==> src/rtl/sprite_loader_pkg.sv <==
// Shared types and geometry for the sprite RAM write-side loader.
// Opcodes, FSM states and sprite dimensions live here so the loader and its bench agree.
package sprite_loader_pkg;

    typedef enum logic [1:0] {
        OP_ROW   = 2'b00,
        OP_FILL  = 2'b01,
        OP_CLEAR = 2'b10,
        OP_RSVD  = 2'b11
    } op_t;

    typedef enum logic [2:0] {
        IDLE,
        ROW,
        FILL,
        CLEAR,
        FINISH
    } state_t;

    localparam int         H_SIZE   = 16;
    localparam int         V_SIZE   = 16;
    localparam logic [1:0] KEY_CODE = 2'b00;

endpackage

==> src/rtl/sprite_ram_loader.sv <==
// Serialises row-write, sprite-fill and clear-all commands into one sprite RAM write per clock.
// RAM address layout is {sid, row[3:0], col[3:0]}; all outputs except cmd_ready are registered.
module sprite_ram_loader
    import sprite_loader_pkg::*;
#(
    parameter  int ADDR  = 10,
    localparam int SID_W = ADDR - 8
) (
    input  logic             clk,
    input  logic             reset_n,
    input  logic             cmd_valid,
    output logic             cmd_ready,
    input  logic [1:0]       cmd_op,
    input  logic [SID_W-1:0] cmd_sid,
    input  logic [3:0]       cmd_row,
    input  logic [31:0]      cmd_data,
    output logic             busy,
    output logic             done,
    output logic             we,
    output logic [ADDR-1:0]  addr_w,
    output logic [1:0]       pixel_out
);

    localparam logic [3:0] COL_LAST = 4'(H_SIZE - 1);
    localparam logic [7:0] PIX_LAST = 8'(H_SIZE * V_SIZE - 1);

    state_t           state;
    logic [SID_W-1:0] sid_q;
    logic [3:0]       row_q;
    logic [31:0]      data_q;
    logic [ADDR-1:0]  idx;

    logic [3:0]       col_nxt;
    logic [7:0]       pix_nxt;
    logic [ADDR-1:0]  idx_nxt;

    // idx always holds the index of the write currently on the bus.
    assign col_nxt = idx[3:0] + 4'd1;
    assign pix_nxt = idx[7:0] + 8'd1;
    assign idx_nxt = idx + ADDR'(1);

    // Gated by reset_n so no command can be accepted on the edge that releases reset.
    assign cmd_ready = (state == IDLE) && reset_n;

    // NOTE: every register here is assigned with <= so all branches see pre-edge values.
    always_ff @(posedge clk or negedge reset_n) begin
        if (!reset_n) begin
            state     <= IDLE;
            sid_q     <= '0;
            row_q     <= '0;
            data_q    <= '0;
            idx       <= '0;
            busy      <= 1'b0;
            done      <= 1'b0;
            we        <= 1'b0;
            addr_w    <= '0;
            pixel_out <= '0;
        end else begin
            case (state)
                IDLE: begin
                    done <= 1'b0;
                    if (cmd_valid) begin
                        sid_q  <= cmd_sid;
                        row_q  <= cmd_row;
                        data_q <= cmd_data;
                        idx    <= '0;
                        case (op_t'(cmd_op))
                            OP_ROW: begin
                                state     <= ROW;
                                busy      <= 1'b1;
                                we        <= 1'b1;
                                addr_w    <= {cmd_sid, cmd_row, 4'd0};
                                pixel_out <= cmd_data[1:0];
                            end
                            OP_FILL: begin
                                state     <= FILL;
                                busy      <= 1'b1;
                                we        <= 1'b1;
                                addr_w    <= {cmd_sid, 8'd0};
                                pixel_out <= cmd_data[1:0];
                            end
                            OP_CLEAR: begin
                                state     <= CLEAR;
                                busy      <= 1'b1;
                                we        <= 1'b1;
                                addr_w    <= '0;
                                pixel_out <= KEY_CODE;
                            end
                            default: begin
                                state <= FINISH;
                                done  <= 1'b1;
                            end
                        endcase
                    end
                end
                ROW: begin
                    if (idx[3:0] == COL_LAST) begin
                        state <= FINISH;
                        we    <= 1'b0;
                        busy  <= 1'b0;
                        done  <= 1'b1;
                    end else begin
                        idx       <= idx_nxt;
                        addr_w    <= {sid_q, row_q, col_nxt};
                        pixel_out <= data_q[{col_nxt, 1'b0} +: 2];
                    end
                end
                FILL: begin
                    if (idx[7:0] == PIX_LAST) begin
                        state <= FINISH;
                        we    <= 1'b0;
                        busy  <= 1'b0;
                        done  <= 1'b1;
                    end else begin
                        idx    <= idx_nxt;
                        addr_w <= {sid_q, pix_nxt};
                    end
                end
                CLEAR: begin
                    if (idx == '1) begin
                        state <= FINISH;
                        we    <= 1'b0;
                        busy  <= 1'b0;
                        done  <= 1'b1;
                    end else begin
                        idx    <= idx_nxt;
                        addr_w <= idx_nxt;
                    end
                end
                FINISH: begin
                    state <= IDLE;
                    done  <= 1'b0;
                end
                default: state <= IDLE;
            endcase
        end
    end

endmodule

==> config.mk <==
export PLATFORM = sky130hd
export DESIGN_NAME = sprite_ram_loader
export DESIGN_NICKNAME = d
export VERILOG_FILES = /design/src/rtl/sprite_loader_pkg.sv /design/src/rtl/sprite_ram_loader.sv
export SDC_FILE = /design/constraint.sdc
export NUM_CORES = 1
export LEC_CHECK = 0
export CORE_MARGIN = 1.5
export CORE_UTILIZATION = 35
export DETAILED_ROUTE_END_ITERATION = 16
export GPL_TIMING_DRIVEN = 1
export HOLD_SLACK_MARGIN = 0.08
export PLACE_DENSITY = 0.56
export REMOVE_ABC_BUFFERS = 1
export SETUP_SLACK_MARGIN = 0.02
export SYNTH_ARGS = -nofsm -noshare
export SYNTH_HDL_FRONTEND = slang
export SYNTH_SLANG_ARGS = --single-unit
==> constraint.sdc <==
create_clock -name clk -period 5.5 [get_ports clk]
set_input_delay 1.1 -clock clk [delete_from_list [all_inputs] [get_ports clk]]
set_output_delay 1.1 -clock clk [all_outputs]
set_load 0.02 [all_outputs]
==> flow_summary_export.csv <==
group,metric,value,unit
run_status,status,"finished, final reports clean",
critical_path,rr_worst_depth,6,
yosys,synth-edff-count,0,
yosys,async_flop_share,100.0,%
yosys,synthAdderAreaFrac,1.834,%
floorplan,die-area,0.01035,sq mm
timing,tightest_slew,1.058,ns
yosys,synth-simple-area-share,22.88,%
clocking,cts.sinks,65,
timing,maxSlewViolCount,0,
global_routing,antenna_found_initial,0,
critical_path,r2r-end,"addr_w[8]$_DFFE_PN0P_",
floorplan,die_h,101.7,um
drt,first_pass_iters,4,
yosys,synth_area_leaders,"dfrtp_1, nand2_1, mux4_2",
critical_path,end_kind,"output pin",
worst_hold_path,holdPathStages,2,
drt,routedWlPerCell,14.88,um
drt,drc_errors,0,
finish,layout.nets,464,
critical_path,crit_required,4.40,ns
global_routing,grt_pass1_vias,2707,
worst_hold_path,min_path_type,"reg2reg",
finish,area_growth,25.78,%
yosys,syn-cell-area,0.003412,sq mm
floorplan,die_x,101.7,um
critical_path,start_kind,"register",
timing,fin_crit_sh,57.92,%
floorplan,coreArea,0.009328,sq mm
yosys,synth_mux_area_share,7.847,%
timing,skew,0.01093,ns
yosys,yosysSeqAreaShare,47.67,%
yosys,synth_cells,365,
power_and_ir_drop,powerDensity,239.7,mW/mm^2
drt,vias,2742,
global_routing,grt_max_degree,66,
floorplan,rows,35,
placement,dpl.hpwl,5753,um
timing,timing.setup.tns,0,ns
clocking,clk_pin_slew_worst_paths,0.08,ns
yosys,synth-compound-area-share,13.57,%
timing,min_period,3.186,ns
yosys,synth_cell_types,51,
drt,drt-total-wl,8186,um
critical_path,cp_max_fo,11,
finish,antenna-diode-count,0,
clocking,htreeDepth,3,
critical_path,worstSetupPathType,"reg2out",
drt,drtAntennaViolNets,0,
global_routing,grt_util_all_layers,17.25,%
clocking,clock_path_buffers,2,
clocking,clkLatencyLatePin,0.35,ns
finish,fin_cells,550,
yosys,synth-seq-cells,65,
clocking,cts_buffers,9,
worst_hold_path,min_from,"data_q[11]$_DFFE_PN0P_",
flow_run,drv_cap,0,
clocking,cts_root_buf,"clkbuf_8",
yosys,yosys.area.top_type,"dfrtp_1",
clocking,hold_buffers,0,
floorplan,initial_core_util,36.58,%
timing,slew_headroom,29.31,%
clocking,postCtsResizedCells,0,
placement,port_buffers,58,
timing,rsz0062_at_grt,"false",
placement,gp_congestion,0.8430,
yosys,syn_area_per_cell,9.348,sq um
timing,clock.fmax,313.9,MHz
critical_path,cp_data_arrival_time,2.09,ns
yosys,ys_warn_count,0,
power_and_ir_drop,p_leak,1.956,nW
timing,final_hold_viol_count,0,
yosys,synth_ff_type,"dfrtp_1",
power_and_ir_drop,ir_drop,0.1048,mV
floorplan,num_io_pins,59,
timing,setup_viol,0,
placement,dp.cells,534,
critical_path,rrSetupSlack,2.79,ns
critical_path,cp-startpoint,"state[2]$_DFFE_PN0P_",
drt,drtIter0Drc,172,
worst_hold_path,min_to,"data_q[11]$_DFFE_PN0P_",
yosys,synth_top_family_by_area,"simple AND/OR/NAND/NOR gates",
finish,drive_above_1_share,10.69,%
global_routing,grt_pass1_wl,13480,um
global_routing,grt.overflow.total,0,
yosys,synth_common_cells,"nand2_1, dfrtp_1, nor2_1",
yosys,synthXorXnorAreaFrac,2.054,%
critical_path,r2r_start,"idx[0]$_DFFE_PN0P_",
clocking,post_cts_buffers,0,
clocking,cts_tree,"built",
yosys,netlist.area_leader.share,47.67,%
drt,viasPerCell,4.985,
yosys,yosysMostFrequentCell,"nand2_1",
[area by class of cell]
class,instances,area (sq um)
multi-input combinational,274,1644
tap,129,161.4
clock inverter,7,118.9
clock buffer,9,123.9
inverter,5,18.77
timing repair buffer,61,598.1
fill,901,5036
sequential,65,1627
[worst max-delay path, cell delays in order (launching register included)]
cell	delay [ns]
dfrtp_1	0.55
clkinv_1	0.39
and3_1	0.27
clkdlybuf4s50_1	0.53
[where the power goes]
| part | internal (W) | leakage [nW] | total (W) | switching [W] |
|---|---|---|---|---|
| combinational | 0.0000304 | 0.993 | 0.0000512 | 0.0000209 |
| clock | 0.000301 | 0.115 | 0.000500 | 0.000199 |
| sequential | 0.000478 | 0.848 | 0.000478 | 0 |
[registers in the layout, summed over array words and instances (netlist names)]
register,flops
state,3
idx,10
data_q,32
we,1
sid_q,2
row_q,4
addr_w,10
done,1
pixel_out,2
[layout by cell type (no fill, tap or decap), drive strengths merged, types with 4 or more instances in the layout]
cell / synthesis / routed
a21oi: 8 / 8
a22oi: 4 / 4
buf: 11 / 4
clkbuf: 10 / 9
clkdlybuf4s50: 0 / 57
dfrtp: 65 / 65
ha: 5 / 5
inv: 4 / 4
mux2: 6 / 6
mux4: 8 / 8
nand2: 130 / 130
nand3: 9 / 9
nor2: 23 / 23
nor2b: 6 / 6
o21ai: 19 / 19
o41ai: 5 / 5
xnor2: 5 / 5
[worst max path at each step]
stage	end	cells after the start
3_5_place_dp	cmd_ready	3
5_1_grt	cmd_ready	3
3_3_place_gp	cmd_ready	3
4_1_cts	cmd_ready	3
6_report	cmd_ready	3
2_1_floorplan	cmd_ready	1
[metal layers]
metal  track usage [%]  part of all wire (%)  vias to the layer above  wire length, um
met5                 0                     0                        -                0
met3             3.106                   4.1                        8              336
li1                  -                     -                     1342                -
met4             6.731                   1.4                        0              118
met1             23.18                    47                     1328             3851
met2             27.69                    47                       64             3880
[through the flow]
| step | setup WS, ns | utilization (%) | power [W] | hold WS, ns | area, sq um |
|---|---|---|---|---|---|
| floorplan | 3.054 | - | 0.0004948 | 0.4403 | 3289 |
| global placement | 2.463 | 43.41 | 0.0005388 | 0.4532 | 4049 |
| detailed placement | 2.441 | 43.41 | 0.0005389 | 0.4615 | 4049 |
| CTS | 2.297 | 46.01 | 0.001039 | 0.4814 | 4292 |
| global route | 2.203 | 46.01 | 0.001067 | 0.4926 | 4292 |
| finish | 2.314 | 46.01 | 0.001029 | 0.4734 | 4292 |
[cell families after synthesis]
kind of cell    count (synthesis)
compound gates                 60
fa+ha+maj                       5
buf+inv                        26
mux                            16
xor+xnor                        8
flops                          65
simple gates                  185
Note: power is estimated with default switching activity, not from simulation.
